==> src/rtl/icache_controller.sv <==
// Instruction cache sequencer: lookup, miss refill with replay, whole-cache flush.
// Ports: fetch_* front end, array_* tag/data arrays, mem_* refill; ICACHE_PERF_COUNTERS_EN adds hit/miss counts.
module icache_controller #(
  parameter int LINE_WORDS = 4,
  parameter int SETS       = 64
) (
  input  logic                          clk_i,
  input  logic                          rst_n_i,
  input  logic                          fetch_request_i,
  input  logic [31:0]                   fetch_address_i,
  output logic                          fetch_hit_o,
  output logic                          fetch_stall_o,
  input  logic                          flush_i,
  output logic                          array_lookup_o,
  output logic [31:0]                   array_address_o,
  input  logic                          array_hit_i,
  output logic                          array_write_o,
  output logic [$clog2(LINE_WORDS)-1:0] array_write_offset_o,
  output logic [31:0]                   array_write_data_o,
  output logic                          array_validate_o,
  output logic                          array_invalidate_o,
  output logic [$clog2(SETS)-1:0]       array_set_o,
  output logic                          mem_request_o,
  output logic [31:0]                   mem_address_o,
  input  logic                          mem_grant_i,
  input  logic                          mem_valid_i,
  input  logic [31:0]                   mem_data_i
`ifdef ICACHE_PERF_COUNTERS_EN
  ,
  output logic [31:0]                   hit_count_o,
  output logic [31:0]                   miss_count_o
`endif
);

  localparam int OFFW = $clog2(LINE_WORDS);
  localparam int SETW = $clog2(SETS);
  localparam logic [OFFW-1:0] LAST_W = OFFW'(LINE_WORDS - 1);
  localparam logic [SETW-1:0] LAST_S = SETW'(SETS - 1);

  typedef enum logic [2:0] {
    IDLE, COMPARE, MEM_REQ, REFILL, FLUSH
  } state_e;

  state_e          state_q, state_d;
  logic [31:0]     addr_q, addr_d;
  logic [OFFW-1:0] cnt_q, cnt_d;
  logic [SETW-1:0] set_q, set_d;
  logic            pend_q, pend_d;
  logic            replay_q, replay_d;

  always_ff @(posedge clk_i or negedge rst_n_i) begin
    if (!rst_n_i) begin
      state_q  <= IDLE;
      addr_q   <= '0;
      cnt_q    <= '0;
      set_q    <= '0;
      pend_q   <= 1'b0;
      replay_q <= 1'b0;
    end else begin
      state_q  <= state_d;
      addr_q   <= addr_d;
      cnt_q    <= cnt_d;
      set_q    <= set_d;
      pend_q   <= pend_d;
      replay_q <= replay_d;
    end
  end

  always_comb begin
    state_d              = state_q;
    addr_d               = addr_q;
    cnt_d                = cnt_q;
    set_d                = set_q;
    pend_d               = pend_q;
    replay_d             = replay_q;
    fetch_hit_o          = 1'b0;
    fetch_stall_o        = 1'b1;
    array_lookup_o       = 1'b0;
    array_address_o      = addr_q;
    array_write_o        = 1'b0;
    array_write_offset_o = '0;
    array_write_data_o   = '0;
    array_validate_o     = 1'b0;
    array_invalidate_o   = 1'b0;
    array_set_o          = '0;
    mem_request_o        = 1'b0;
    mem_address_o        = '0;
    unique case (state_q)
      IDLE: begin
        fetch_stall_o = 1'b0;
        if (flush_i || pend_q) begin
          state_d = FLUSH;
          set_d   = '0;
        end else if (fetch_request_i) begin
          array_lookup_o  = 1'b1;
          array_address_o = fetch_address_i;
          addr_d          = fetch_address_i;
          replay_d        = 1'b0;
          state_d         = COMPARE;
        end
      end
      COMPARE: begin
        if (flush_i) pend_d = 1'b1;
        if (array_hit_i) begin
          fetch_hit_o   = 1'b1;
          fetch_stall_o = 1'b0;
          replay_d      = 1'b0;
          state_d       = IDLE;
        end else begin
          state_d = MEM_REQ;
        end
      end
      MEM_REQ: begin
        if (flush_i) pend_d = 1'b1;
        mem_request_o = 1'b1;
        mem_address_o = {addr_q[31:OFFW+2], {(OFFW+2){1'b0}}};
        if (mem_grant_i) begin
          cnt_d   = '0;
          state_d = REFILL;
        end
      end
      REFILL: begin
        if (flush_i) pend_d = 1'b1;
        if (mem_valid_i) begin
          array_write_o        = 1'b1;
          array_write_offset_o = cnt_q;
          array_write_data_o   = mem_data_i;
          if (cnt_q == LAST_W) begin
            // Validate with the last word and replay the lookup at once.
            array_validate_o = 1'b1;
            array_lookup_o   = 1'b1;
            cnt_d            = '0;
            replay_d         = 1'b1;
            state_d          = COMPARE;
          end else begin
            cnt_d = cnt_q + 1'b1;
          end
        end
      end
      FLUSH: begin
        array_invalidate_o = 1'b1;
        array_set_o        = set_q;
        if (set_q == LAST_S) begin
          set_d   = '0;
          pend_d  = 1'b0;
          state_d = IDLE;
        end else begin
          set_d = set_q + 1'b1;
        end
      end
      default: state_d = IDLE;
    endcase
  end

`ifdef ICACHE_PERF_COUNTERS_EN
  logic [31:0] hit_q, miss_q;

  always_ff @(posedge clk_i or negedge rst_n_i) begin
    if (!rst_n_i) begin
      hit_q  <= '0;
      miss_q <= '0;
    end else if (state_q == FLUSH) begin
      hit_q  <= '0;
      miss_q <= '0;
    end else if (state_q == COMPARE) begin
      if (array_hit_i && !replay_q) hit_q <= hit_q + 1'b1;
      if (!array_hit_i)             miss_q <= miss_q + 1'b1;
    end
  end

  assign hit_count_o  = hit_q;
  assign miss_count_o = miss_q;
`endif

endmodule

==> config.mk <==
export PLATFORM = sky130hd
export DESIGN_NAME = icache_controller
export DESIGN_NICKNAME = d
export VERILOG_FILES = /design/src/rtl/icache_controller.sv
export SDC_FILE = /design/constraint.sdc
export NUM_CORES = 1
export LEC_CHECK = 0
export BUFFER_PORTS_ARGS = -buffer_cell sky130_fd_sc_hd__clkbuf_2
export CAP_MARGIN = 5
export CORE_ASPECT_RATIO = 0.9
export CORE_UTILIZATION = 24
export CTS_CLUSTER_SIZE = 40
export DETAILED_ROUTE_END_ITERATION = 16
export PLACE_DENSITY_LB_ADDON = 0.12
export SLEW_MARGIN = 10
export SYNTH_ARGS = -nofsm -noshare
export SYNTH_HDL_FRONTEND = slang
export SYNTH_SLANG_ARGS = --single-unit
export TNS_END_PERCENT = 1
==> constraint.sdc <==
create_clock -name clk_i -period 2 [get_ports clk_i]
set_input_delay 0.4 -clock clk_i [delete_from_list [all_inputs] [get_ports clk_i]]
set_output_delay 0.4 -clock clk_i [all_outputs]
set_load 0.01 [all_outputs]
==> flow_metrics.tcl, run 1 <==
set metrics [dict create \
    hp-class "in2async" \
    dpl.hpwl_mm 5.374 \
    design.die.area_um2 10450 \
    post-route-period-util 1.040 \
    grt_usage 0.1394 \
    synth-edff-count 0 \
    worstPathRequired_ps 1600 \
    clock_tree.htree_level_count 2 \
    wl_mm 7.251 \
    clock_skew_ps 4.731 \
    async_reset_ff_frac 1.000 \
    drtAntennaViolNets 0 \
    synth_flop_cell "dfrtp_1" \
    syn_inst 231 \
    synth.avg_cell_area_um2 10.43 \
    wl_per_cell_um 13.45 \
    core_um2 9699 \
    vias 2427 \
    ys_seq_area_frac 0.4569 \
    viasPerCell 4.503 \
    firstDrtPassIters 3 \
    die_w_um 107.6 \
    drv_cap 0 \
    clk_pin_slew_worst_paths_ps 90 \
    syn_to_final_growth_pct 53.32 \
    start_kind "flop" \
    route.detailed.drc 0 \
    fmax_mhz 480.6 \
    portBuffers 177 \
    worst_pin_slew_ps 532.8 \
    die_h_um 97.06 \
    grt_antenna_before_repair 0 \
    rsz0062_at_grt "yes" \
    cp_slowest_cell "dfrtp_1" \
    yosys-top-cells-area "dfrtp_1 (46%), mux2_2 (15%), and3_1 (10%)" \
    ys_warn_count 0 \
    num_antenna_cells 0 \
    fill_cells 990 \
    cts_tree "yes" \
    path_cells "nor3_2, nand3_2, buf_12, mux2_2, clkbuf_2" \
    power_leakage_nw 2.157 \
    num_io_pins 182 \
    synth_cell_types 34 \
    cp_max_fo 33 \
    synth_common_cells "dfrtp_1 (44), and3_1 (39), and2_1 (36)" \
    fin_tns_setup_ps -3530 \
    finalHoldViolations 0 \
    path_buf_inv 2 \
    slew_headroom 0.6448 \
    worstSkewPairLatency_ps 290 \
    clock_sinks 44 \
    crit_type "reg2out" \
    grt_pass1_vias 2426 \
    cts_buffer_depth 2 \
    fin_nets 486 \
    synth_most_common_cell "dfrtp_1" \
    grt-ovfl-total 0 \
    cts_buffers 5 \
    grt_max_degree 34 \
    max_stage_delay_ps 410 \
    r2r_slack_ps 260 \
    initialDrtViolationCount 60 \
    maxSlewViolCount 0 \
    drive_gt1_frac 0.5956 \
    synth_top_area_frac 0.4569 \
    arrival_ps 1680 \
    grt_pass1_wl_mm 11.45 \
    path_delay_family "flip-flops" \
    setup_ws_ps -80.62 \
    cts_root_buf "clkbuf_8" \
    setup_viol 79 \
    outcome "finished, violations left" \
    holdWs_ps 73.33 \
    timing.final.crit_period_ps 2081 \
    critPathCaptureType "primary output" \
    place_congestion 0.7533 \
    ys_ff_latch 44 \
    synth_area_um2 2410 \
    start_util 0.2485 \
    violations "negative setup slack" \
    power_density_nw_per_um2 1053 \
    peakVddDrop_mv 0.5031 \
    post-synth-top-area-cell "dfrtp_1" \
    num_rows 34 \
]
==> stage by stage <==
stage / setup WS (ps) / cell area [µm²] / cells / total power [mW] / util
floorplan: 184.1 / 2421 / 234 / 2.579 / -
global route: -168.8 / 3695 / 539 / 4.208 / 0.3809
CTS: -148.8 / 3669 / 539 / 3.953 / 0.3782
global placement: 62.72 / 3467 / 527 / 3.359 / 0.3575
detailed placement: 56.00 / 3467 / 527 / 3.377 / 0.3575
finish: -80.62 / 3695 / 539 / 3.892 / 0.3809
==> placed cells by master (no fill, tap or decap), types with 3 or more instances in the layout <==
cell      synthesis  final
buf_12            0      4
inv_1             6      4
conb_1            1      4
and2_4            0      7
o21ai_0          10     10
buf_2             2     28
dfrtp_1          44     44
clkbuf_2          0    140
and2_1           36     29
buf_6             3     11
nand2_1           9      8
nor3_1            4      3
clkbuf_8          0      5
a31oi_1           3      3
a21oi_1           3      3
buf_4             6      7
mux2_2           32     32
and3_1           39     38
==> sequential cells by signal (all words and copies together) (netlist names) <==
register	cells
state_q	3
addr_q	32
set_q	6
pend_q	1
cnt_q	2
==> cells by family (layout without fill, tap and decap cells) <==
family	Yosys count	count (layout)	synth area share
AND/OR/NAND/NOR	100	100	0.2503
flip-flops	44	44	0.4569
multiplexers	34	34	0.1578
buffers and inverters	26	205	0.06022
AO/OA/AOI/OAI	23	23	0.05920
adder cells (fa/ha/maj)	2	2	0.01038
other	1	4	0.001556
XOR/XNOR	1	1	0.003635
==> power by group <==
group / leakage [nW] / total (mW) / switching, mW / internal [mW]
logic: 1.58 / 1.83 / 0.945 / 0.886
registers: 0.541 / 1.52 / 0.230 / 1.29
clock network: 0.0400 / 0.538 / 0.301 / 0.237
==> path summary, 6_finish.rpt <==
check / startpoint / end / cells past startpoint
min in group clk_i: fetch_address_i[7] / addr_q[7]$_DFF_PN0_ / 2
max in group asynchronous: rst_n_i / addr_q[0]$_DFF_PN0_ / 2
max reg2reg: state_q[2]$_DFFE_PN0P_ / set_q[5]$_DFFE_PN0P_ / 6
max: pend_q$_DFFE_PN0P_ / array_address_o[11] / 5
min reg2reg: addr_q[3]$_DFF_PN0_ / addr_q[3]$_DFF_PN0_ / 1
min: rst_n_i / cnt_q[0]$_DFFE_PN0P_ / 1
==> final cells by class <==
type	count	area, µm²	area share
tap	126	157.7	0.04267
inverter	6	22.52	0.006096
sequential	44	1101	0.2980
clock inverter	2	12.51	0.003386
timing repair buffer	192	1127	0.3051
clock buffer	5	68.82	0.01863
multi-input combinational	164	1205	0.3261
==> per-layer routing <==
layer	up-vias	GRT usage	wire, µm
li1	1155	-	-
met4	0	0.03583	67
met5	-	0	0
met1	1152	0.1504	2763
met2	115	0.2668	3807
met3	5	0.03286	612
==> what timing repair did <==
action                     4_1_cts  5_1_grt
hold endpoints to repair         0        0
hold buffers                     0        0
gates resized for setup         16       50
setup endpoints to repair       97       99
gates cloned                     2        0
pin swaps                        3        4
setup buffers                    3        2
==> worst register-to-register path, cell delays in order (launching register included) <==
cell	delay [ps]
dfrtp_1	380
buf_6	110
buf_4	150
or3b_4	420
a31o_1	250
a31o_1	200
a31oi_1	160
No activity file was read; power rests on OpenSTA's default activity.
==> run 2: changes to the inputs <==
--- a/config.mk
+++ b/config.mk
@@ -11,7 +11,7 @@
 export CORE_UTILIZATION = 24
 export CTS_CLUSTER_SIZE = 40
 export DETAILED_ROUTE_END_ITERATION = 16
-export PLACE_DENSITY_LB_ADDON = 0.12
+export PLACE_DENSITY = 0.54
 export SLEW_MARGIN = 10
 export SYNTH_ARGS = -nofsm -noshare
 export SYNTH_HDL_FRONTEND = slang
==> run 2 against run 1 <==
  * The flow still finishes with violations (negative setup slack)
  * Clock-buffer cell count rose by 1
  * Critical path type unchanged
  * Die area did not move
  * Maximum frequency fell by 2.2%
  * Core utilization rose by 1.0 points
  * Register-to-register slack got worse by 40 ps
  * Clock skew barely moved
  * Non-clock buffer count rose by 9
  * Combinational power rose by 3%
  * Sequential power barely moved
  * Total power rose by 6.7%
==> flow_metrics.tcl, run 2 (synthesis gave the netlist of run 1 again) <==
set metrics [dict create \
    grt_max_degree 26 \
    vias 2452 \
    num_io_pins 182 \
    cts_root_buf "clkbuf_8" \
    clock_sinks 44 \
    setup_viol 98 \
    viasPerCell 4.466 \
    firstDrtPassIters 4 \
    die_w_um 107.6 \
    num_rows 34 \
    placed_cell_area_um2 3507 \
    power_density_nw_per_um2 1095 \
    finalHoldViolations 0 \
    power_leakage_nw 2.227 \
    grt_antenna_before_repair 0 \
    arrival_ps 1730 \
    die_h_um 97.06 \
    cts_buffers 5 \
    worstPathRequired_ps 1600 \
    timing.final.crit_period_ps 2127 \
    cts_tree "yes" \
    fin_nets 495 \
    cp_slowest_cell "dfrtp_1" \
    place_congestion 0.7393 \
    grt-ovfl-total 0 \
    grt_usage 0.1540 \
    grt_pass1_vias 2431 \
    wl_mm 8.066 \
    portBuffers 177 \
    start_kind "flop" \
    clock_skew_ps 4.660 \
    layout_commonest_cell "clkbuf_2" \
    initialDrtViolationCount 72 \
    violations "negative setup slack" \
    dpl.hpwl_mm 6.019 \
    setup_ws_ps -127.5 \
    path_buf_inv 2 \
    drv_cap 0 \
    rsz0062_at_grt "yes" \
    finalInstanceArea_um2 3794 \
    layout_common_cells "clkbuf_2 (131), dfrtp_1 (44), buf_2 (42), and3_1 (38), and2_1 (35)" \
    crit_type "reg2out" \
    fin_tns_setup_ps -7281 \
    route.detailed.drc 0 \
    cp_max_fo 17 \
    critPathCaptureType "primary output" \
    drtAntennaViolNets 0 \
    path_delay_family "flip-flops" \
    worstSkewPairLatency_ps 300 \
    post-route-period-util 1.064 \
    reg_top3 "addr_q: 32 flops, set_q: 6 flops, state_q: 3 flops" \
    outcome "finished, violations left" \
    peakVddDrop_mv 0.4675 \
    wl_per_cell_um 14.69 \
    core_um2 9699 \
    drive_gt1_frac 0.5863 \
    hp-class "in2reg" \
    start_util 0.2485 \
    clk_pin_slew_worst_paths_ps 90 \
    num_antenna_cells 0 \
    syn_to_final_growth_pct 57.42 \
    max_stage_delay_ps 420 \
    cts_buffer_depth 2 \
    post-place-ws_ps -131.7 \
    fmax_mhz 470.0 \
    largest_register "addr_q" \
    grt_pass1_wl_mm 12.28 \
    design.die.area_um2 10450 \
    maxSlewViolCount 0 \
    clock_tree.htree_level_count 2 \
    path_cells "nor3_4, nand3_4, buf_12, mux2_2, clkbuf_2" \
    largest_reg_flops 32 \
    total_power_mw 4.153 \
]
-- run 2: final timing paths --
| kind | startpoint | end | slack (ps) | cells after the start |
|---|---|---|---|---|
| max in group asynchronous | rst_n_i | set_q[0]$_DFFE_PN0P_ | 990 | 3 |
| min in group asynchronous | rst_n_i | addr_q[15]$_DFF_PN0_ | 530 | 2 |
| setup / recovery | pend_q$_DFFE_PN0P_ | array_address_o[22] | -130 | 5 |
| setup reg to reg | state_q[2]$_DFFE_PN0P_ | set_q[5]$_DFFE_PN0P_ | 220 | 6 |
| hold reg to reg | addr_q[2]$_DFF_PN0_ | addr_q[2]$_DFF_PN0_ | 510 | 1 |
| hold / removal | fetch_address_i[7] | addr_q[7]$_DFF_PN0_ | 350 | 2 |
-- run 2: final cells by class --
class                      count  area, µm²
fill                         991       5906
tap                          126      157.7
clock buffer                   6      82.58
inverter                       6      22.52
multi-input combinational    164       1204
sequential                    44       1101
clock inverter                 2      38.79
timing repair buffer         201       1187
-- run 2: power by group --
part / internal (mW) / leakage [nW] / switching, mW
Clock: 0.409 / 0.0614 / 0.333
Sequential: 1.29 / 0.541 / 0.231
Combinational: 0.922 / 1.62 / 0.965
Total: 2.62 / 2.23 / 1.53
-- run 2: what timing repair did --
item                       4_1_cts  5_1_grt
hold buffers                     1        0
setup endpoints to repair       93       99
cloned                           2        0
buffers inserted                 4        0
pin swaps                        2        1
hold endpoints to repair         7        0
gates resized for setup         14       51
-- run 2: worst register-to-register path, stage by stage, from the launching register on --
cell and delay [ps]:
dfrtp_1 420, buf_6 120, buf_4 150, or3b_4 420, a31o_1 250, a31o_1 200
a31oi_1 150
-- run 2: per-stage QoR --
stage                     std cells  utilization  hold slack [ps]
after global placement          534       0.3616            294.1
final                           549       0.3911            347.2
after floorplan                 234            -            104.4
after global routing            549       0.3911            334.5
after CTS                       549       0.3887            334.2
after detailed placement        534       0.3616            295.6
-- run 2: routing by layer --
| layer | GRT usage | part of all wire | up-vias | wire length (µm) |
|---|---|---|---|---|
| li1 | - | - | 1171 | - |
| met1 | 0.1749 | 0.40 | 1166 | 3266 |
| met2 | 0.2919 | 0.52 | 113 | 4232 |
| met3 | 0.03353 | 0.068 | 2 | 551 |
| met4 | 0.02845 | 0.0021 | 0 | 17 |
| met5 | 0 | 0 | - | 0 |
